<file path="src/rtl/main_fifo_pkg.sv">
// Shared types and helpers for the main FIFO pop controller.
// Holds the FSM state encoding, the pause-mode selectors and the VC id width helper.
package main_fifo_pkg;

    typedef enum logic [1:0] {
        IDLE    = 2'd0,
        ACTIVE  = 2'd1,
        BLOCKED = 2'd2
    } state_t;

    localparam int PAUSE_GLOBAL   = 0;
    localparam int PAUSE_PER_DEST = 1;

    // Width of the VC id field; a single channel still needs one bit to address.
    function automatic int vc_id_width(input int num_vc);
        return (num_vc > 1) ? $clog2(num_vc) : 1;
    endfunction

endpackage

</file>
<file path="src/rtl/vc_dest_decode.sv">
// Combinational destination decode of a main FIFO word.
// Produces the VC id, an out-of-range flag and the one-hot push vector.
module vc_dest_decode
    import main_fifo_pkg::*;
#(
    parameter  int DATA_WIDTH = 6,
    parameter  int NUM_VC     = 2,
    parameter  int VC_SEL_LSB = 4,
    localparam int VCW        = vc_id_width(NUM_VC)
) (
    input  logic [DATA_WIDTH-1:0] word,
    output logic [VCW-1:0]        dest,
    output logic                  bad_dest,
    output logic [NUM_VC-1:0]     onehot
);

    assign dest = word[VC_SEL_LSB +: VCW];

    // Zero-extended compare so the range test also works when NUM_VC fills the field.
    assign bad_dest = {1'b0, dest} >= (VCW + 1)'(NUM_VC);

    assign onehot = bad_dest ? '0 : (NUM_VC'(1) << dest);

endmodule

</file>
<file path="src/rtl/main_fifo_pop_ctrl.sv">
// Pop controller moving words from the main FIFO into NUM_VC virtual-channel FIFOs,
// with global or per-destination pause, out-of-range drop and stall monitoring.
module main_fifo_pop_ctrl
    import main_fifo_pkg::*;
#(
    parameter int DATA_WIDTH  = 6,
    parameter int NUM_VC      = 2,
    parameter int VC_SEL_LSB  = 4,
    parameter int PAUSE_MODE  = PAUSE_GLOBAL,
    parameter int STALL_W     = 4,
    parameter int STALL_LIMIT = 12
) (
    input  logic                  clk,
    input  logic                  reset,
    input  logic                  main_empty,
    input  logic [DATA_WIDTH-1:0] main_data,
    input  logic [NUM_VC-1:0]     pause_vc,
    output logic                  pop_main,
    output logic [DATA_WIDTH-1:0] data_out,
    output logic                  valid_out,
    output logic [NUM_VC-1:0]     push_vc,
    output logic [1:0]            state,
    output logic [STALL_W-1:0]    stall_count,
    output logic                  stall_flag,
    output logic [7:0]            drop_count
);

    localparam int                 VCW       = vc_id_width(NUM_VC);
    localparam logic [STALL_W-1:0] STALL_MAX = '1;
    localparam logic [STALL_W-1:0] LIMIT     = STALL_W'(STALL_LIMIT);

    logic [VCW-1:0]     dest;
    logic               bad_dest;
    logic [NUM_VC-1:0]  onehot;
    logic               blocked;
    logic               word_ok;
    logic [STALL_W-1:0] stall_next;
    state_t             state_q;
    state_t             state_d;

    vc_dest_decode #(
        .DATA_WIDTH (DATA_WIDTH),
        .NUM_VC     (NUM_VC),
        .VC_SEL_LSB (VC_SEL_LSB)
    ) u_decode (
        .word     (main_data),
        .dest     (dest),
        .bad_dest (bad_dest),
        .onehot   (onehot)
    );

    // An out-of-range id is never held back in per-destination mode, so it drains.
    assign blocked  = (PAUSE_MODE == PAUSE_PER_DEST) ? (!bad_dest && pause_vc[dest])
                                                     : (|pause_vc);
    assign pop_main = !reset && !main_empty && !blocked;
    assign word_ok  = pop_main && !bad_dest;
    assign state    = state_q;

    // NOTE: every always_comb output gets a default first so no path can infer a latch.
    always_comb begin
        state_d = state_q;
        if (main_empty) begin
            state_d = IDLE;
        end else if (blocked) begin
            state_d = BLOCKED;
        end else begin
            state_d = ACTIVE;
        end
    end

    always_comb begin
        stall_next = stall_count;
        if (main_empty || pop_main) begin
            stall_next = '0;
        end else if (stall_count != STALL_MAX) begin
            stall_next = stall_count + 1'b1;
        end
    end

    // NOTE: sequential state uses non-blocking assignments so all registers update together.
    always_ff @(posedge clk) begin
        if (reset) begin
            state_q     <= IDLE;
            data_out    <= '0;
            valid_out   <= 1'b0;
            push_vc     <= '0;
            stall_count <= '0;
            stall_flag  <= 1'b0;
            drop_count  <= '0;
        end else begin
            state_q     <= state_d;
            valid_out   <= word_ok;
            push_vc     <= word_ok ? onehot : '0;
            stall_count <= stall_next;
            // Flag follows the next count so it rises on the same edge the count hits the limit.
            stall_flag  <= (stall_next >= LIMIT);
            if (word_ok) begin
                data_out <= main_data;
            end
            if (pop_main && bad_dest && drop_count != 8'hFF) begin
                drop_count <= drop_count + 8'd1;
            end
        end
    end

endmodule

</file>
<file path="config.mk">
export PLATFORM = sky130hd
export DESIGN_NAME = main_fifo_pop_ctrl
export DESIGN_NICKNAME = d
export VERILOG_FILES = /design/src/rtl/main_fifo_pkg.sv /design/src/rtl/vc_dest_decode.sv /design/src/rtl/main_fifo_pop_ctrl.sv
export SDC_FILE = /design/constraint.sdc
export NUM_CORES = 1
export LEC_CHECK = 0
export ABC_AREA = 1
export CAP_MARGIN = 20
export CORE_MARGIN = 2
export CORE_UTILIZATION = 39
export CTS_CLUSTER_SIZE = 25
export DETAILED_ROUTE_END_ITERATION = 12
export PLACE_DENSITY = 0.9
export SLEW_MARGIN = 10
export SYNTH_ARGS = -nofsm -noshare
export SYNTH_HDL_FRONTEND = slang
export SYNTH_SLANG_ARGS = --single-unit
</file>
<file path="constraint.sdc">
create_clock -name clk -period 3.38 [get_ports clk]
set_input_delay 0.338 -clock clk [delete_from_list [all_inputs] [get_ports clk]]
set_output_delay 0.338 -clock clk [all_outputs]
set_load 0.01 [all_outputs]
</file>
* Word level (Yosys, flattened, before mapping)
Cells that the tools add are included.
Cells by class: mux-type cells 3, $lt $le $gt $ge 1, reductions and logical operators 9, eq/ne operators 1, shifts and indexed selects 1, add/sub/neg operators 1, bitwise logic cells 1
Operators by type and width (number):
- 4-bit 2-to-1 mux | 2
- 2-bit OR reduction | 3
- 4-bit by 1-bit adder with 4-bit output (second input constant) | 1
- 4-bit greater-or-equal comparator (second input constant) | 1
- 4-bit inequality test (second input constant) | 1
- 1-bit logical NOT | 3
- 1-bit logical AND | 2
- 2-bit 2-to-1 mux | 1
- 1-bit by 1-bit << shifter with 2-bit output (first input constant) | 1
- 1-bit logical OR | 1
- 1-bit inverter | 1
Word-level totals: output and inout port bits 25, logic and storage cells 23, register bits 16, input bits 11

* Logic depth before layout (Yosys ltp)
word-level depth 6, gate-level depth with buffers 6, depth with buffers taken out 6

* Hierarchy
Synthesis repeated with hierarchy kept, for this count alone.
Unflattened totals: cells, all modules 151, area total of the unflattened synthesis 1158.6 um^2
By module, submodules not included:
- main_fifo_pop_ctrl | instances 1, seq. area each 480.5 um^2, cells each 146, area an instance 1128.6 um^2
- vc_dest_decode | instances 1, seq. area each 0.0 um^2, cells each 5, area an instance 30.0 um^2

* Worst setup path after synthesis
Ideal clock, no wire load.
path type reg-to-reg, start point register stall_count[0], end point register stall_flag, period minus slack after synthesis 1.129 ns, library setup time 0.109 ns, required time 3.271 ns, path buffers 0, path slack 2.251 ns, stages on the path, launching flop included 7, arrival 1.020 ns, cell sequence dfxtp_1 -> ha_1 -> or2_1 -> nand2_1 -> nor2_2 -> nand2_1 -> inv_1
Between the ends: longest elaborated chain between the ends 4, elaborated cells on any way between the ends 5, classes of those cells add/sub: 1; order compare: 1; eq/ne: 1; mux: 2
Ends and longest elaborated chain:
- start, declared | line main_fifo_pop_ctrl.sv:23 | output logic [STALL_W-1:0] stall_count,
- start signal, assigned | line main_fifo_pop_ctrl.sv:94 | stall_count <= stall_next;
- 4-bit by 1-bit adder with 4-bit output or 4-bit inequality test (tied branches) | line main_fifo_pop_ctrl.sv:76, main_fifo_pop_ctrl.sv:75
- 4-bit 2-to-1 mux (*) | line main_fifo_pop_ctrl.sv:75 | end else if (stall_count != STALL_MAX) begin
- 4-bit 2-to-1 mux (*) | line main_fifo_pop_ctrl.sv:73 | if (main_empty || pop_main) begin
- 4-bit greater-or-equal comparator (*) | line main_fifo_pop_ctrl.sv:96 | stall_flag <= (stall_next >= LIMIT);
- end signal, assigned | line main_fifo_pop_ctrl.sv:96
- end, declared | line main_fifo_pop_ctrl.sv:24 | output logic stall_flag,
Every way passes the cells marked *; elsewhere a longest branch is shown, timed or not. A chain may end at the register's enable or synchronous reset.

* Final worst setup path
start point input port reset, end point output port pop_main
Between the ends: longest elaborated chain between the ends 3
Ends and longest elaborated chain:
- start, declared | line main_fifo_pop_ctrl.sv:14 | input logic reset,
- 1-bit logical NOT | line main_fifo_pop_ctrl.sv:55 | assign pop_main = !reset && !main_empty && !blocked;
- 1-bit logical AND (2 in a row) | line main_fifo_pop_ctrl.sv:55
- end, declared | line main_fifo_pop_ctrl.sv:18 | output logic pop_main,
Every way passes these cells.

==> impl_results.md <==
* Hold buffer count at cts at 0
* Count of flip-flops with a built-in enable after synthesis at 0
* Final wirelength at ~1300 µm
* Leading cell types by count after synthesis: sky130_fd_sc_hd__nand2_1 (18), sky130_fd_sc_hd__dfxtp_1 (16), sky130_fd_sc_hd__nand3_1 (10)
* Cell area reported after detailed placement at just under 900 µm²
* Via count of the first global-routing pass at 530
* Post_cts resized at 0
* Simple-gate share of the synthesized area at 27.47%
* Achievable Freq at 470.8 MHz
* Clock Tree Root: sky130_fd_sc_hd__clkbuf_4
* Synth async-reset ratio at 0%
* Design Area, Final at 928.4 µm²
* Share of cell area taken by muxes after synthesis at 0%
* Cell breakdown of the critical path: clkdlybuf4s50_1, nor2_2, nand2_2, inv_2, clkdlybuf4s50_1
* Wire length of the first global-routing pass at 2145 µm
* Post-route antenna net violation count at 0
* Layout net count at 121
* Area growth from synthesis to layout at 43.52%
* Worst-case clock skew at 0.08402 ps
* CTS max path bufs at 2
* Share of the clock period used by the worst path after layout at 62.85%
* Overall overflow remaining after global route at 0
* Die width at 44.73 µm
* DPL Wire Length at 937.6 µm
* Most numerous cell on the critical path: sky130_fd_sc_hd__clkdlybuf4s50_1
* Share of cells above drive strength 1 at ~10%
* Average routed wire per standard cell at roughly 10 µm
* Critical path's top delay family: buffers and inverters
* Worst setup path category: input port to primary output
* Unrepaired setup endpoints after global routing: false
* Most used standard cell by instance count after synthesis: sky130_fd_sc_hd__nand2_1
* Total number of vias at about 600
* Synth warn at 0
* Row cnt at 14
* Final setup viols at 0
* Setup slack of the critical path after layout at 1256 ps
* Post-synthesis adder-cell area fraction at 1.934%
* Largest fanout of any net on the critical path at 12
* Pwr per Cell Area at 393.4 mW/mm²
* Synthesized area per cell at between 8 and 9 µm²
* Kind of launch point of the worst setup path: input port
* Gate count after technology mapping at between 70 and 80
* Dominant combinational cell family by area after synthesis: simple AND/OR/NAND/NOR gates
* Area of the mapped netlist at 646.9 µm²
* Worst endpoint required time at 3040 ps
* Fin. max-slew vios at 0
* Endpoint arrival time on the critical path at roughly 1800 ps
* First-pass iteration count of the detailed router at 5
* Number of flip-flops and latches in the synthesized netlist at 16
* Leakage power of the design at 0.0004334 µW
* Number of top-level pins at 36
* Vert. Die Dim at 44.73 µm
* Clock slew at the register clock pins of the worst setup and hold paths at about 90 ps
* H-tree lvl count at 1
* Leading register cell type out of synthesis: sky130_fd_sc_hd__dfxtp_1
* Number of buffers added by the clock tree synthesis step at 3
* Starting utilization of the core area at 42.45%
* Fraction of synthesized cell area in xor and xnor cells at 1.354%
* Core Box Area at approximately 0.0015 mm²
* Slowest stage cell, crit path: sky130_fd_sc_hd__clkdlybuf4s50_1
* Sequential fraction of the synthesis area at ~50%
* Dominant cells by area after synthesis: sky130_fd_sc_hd__dfxtp_1 (50%), sky130_fd_sc_hd__nand2_1 (10%), sky130_fd_sc_hd__buf_4 (9.3%)
* Crit end category: primary output
* Largest stage delay on the critical path at 540 ps
* Worst Hold Class: flip-flop to flip-flop
* Fin crit period at 2124 ps
* Via-to-Cell Ratio at 4.734
* Netlist cell types at 17
* GRT Total Usage at 14.88%
* Setup fix buffers added after clock tree synthesis at 0
* Share of the synthesized area in compound gates (AO/OA/AOI/OAI) at 3.482%
* Diode count at 0
* DRC violations left at 0
* Count of buffers from port buffering at 27
* Buffer and inverter count on the worst path at 3
* Run status: finished, final reports clean
* DP Worst Slack at 1253 ps
* Routability-driven placement congestion ratio at 0.7724
* Number of DRC markers after the initial detailed-route iteration at 19
* Yosys top cell by area: sky130_fd_sc_hd__dfxtp_1
* Clock tree from TritonCTS: done
* Insertion delay to the later sink of the worst-skew pair at 290 ps
* Setup TNS Final at 0 ps
* Maximum number of pins on one net before global-route repair at 13
* Max-cap viol count at 0
* Endpoints failing hold at 0
* Proportion of netlist area held by the largest area contributor at around 50%
* # clock sinks at 16
* Peak supply drop at 0.1984 mV
* Initial antenna violation count at 0
* Hold Slack at approximately 470 ps
* Overall die area at 0.002000 mm²
==> sequential cells by signal, summed over array words and instances, names as in the netlist <==
register	count
stall_flag	1
state	2
push_vc	2
stall_count	4
valid_out	1
data_out	6
==> per-stage QoR <==
step	util (%)	power, µW	std cells
floorplan	-	224.0	86
global placement	58.54	241.4	120
detailed placement	58.54	241.8	120
CTS	60.92	366.2	124
global route	60.92	382.2	124
finish	60.92	365.2	124
==> final timing paths <==
check                                    start        endpoint  slack (ps)  cells past startpoint
worst max-delay path                     reset        pop_main        1260                      5
worst min-delay path               data_out[5]     data_out[5]         470                      2
worst max register to register  stall_count[0]  stall_count[0]        2190                      4
worst min register to register     data_out[5]     data_out[5]         470                      2
==> report_power, final <==
| part | switching, µW | internal, µW | total, µW |
|---|---|---|---|
| Sequential | 3.15 | 194 | 197 |
| Clock | 62.2 | 65.7 | 128 |
| Combinational | 18.0 | 22.6 | 40.5 |
| Total | 83.4 | 282 | 365 |
==> logic make-up after synthesis <==
logic type | count (synthesis)
buf+inv | 17
fa+ha+maj | 1
other cells | 1
xor+xnor | 1
simple gates | 40
compound gates | 3
flops | 16
==> layout by cell type, fill, tap and decap left out <==
master / instances
sky130_fd_sc_hd__a21oi_1: 1
sky130_fd_sc_hd__clkbuf_4: 3
sky130_fd_sc_hd__clkbuf_8: 1
sky130_fd_sc_hd__clkdlybuf4s50_1: 27
sky130_fd_sc_hd__conb_1: 8
sky130_fd_sc_hd__dfxtp_1: 16
sky130_fd_sc_hd__ha_1: 1
sky130_fd_sc_hd__inv_1: 6
sky130_fd_sc_hd__inv_2: 2
sky130_fd_sc_hd__nand2_1: 18
sky130_fd_sc_hd__nand2_2: 1
sky130_fd_sc_hd__nand3_1: 10
sky130_fd_sc_hd__nand4_1: 2
sky130_fd_sc_hd__nor2_1: 6
sky130_fd_sc_hd__nor2_2: 2
sky130_fd_sc_hd__o21ai_2: 2
sky130_fd_sc_hd__or2_1: 1
sky130_fd_sc_hd__xnor2_1: 1
==> routing by layer <==
layer | vias to the layer above | wire (µm) | track usage, %
met5 | - | 0 | 0
met4 | 0 | 21 | 6.061
met3 | 4 | 123 | 4.800
met2 | 29 | 639 | 26.38
met1 | 267 | 496 | 16.21
li1 | 287 | - | -
==> cell type report <==
class,instances,area [µm²]
sequential,16,320.3
tap,16,20.02
timing repair buffer,27,270.3
fill,146,595.6
multi-input combinational,53,251.5
clock buffer,4,36.28
inverter,8,30.03
==> worst min-delay path, cell delays in order, from the launching register on <==
cell and delay, ps:
sky130_fd_sc_hd__dfxtp_1 320, sky130_fd_sc_hd__nand3_1 70, sky130_fd_sc_hd__nand2_1 40
(Power assumes the default switching activity.)
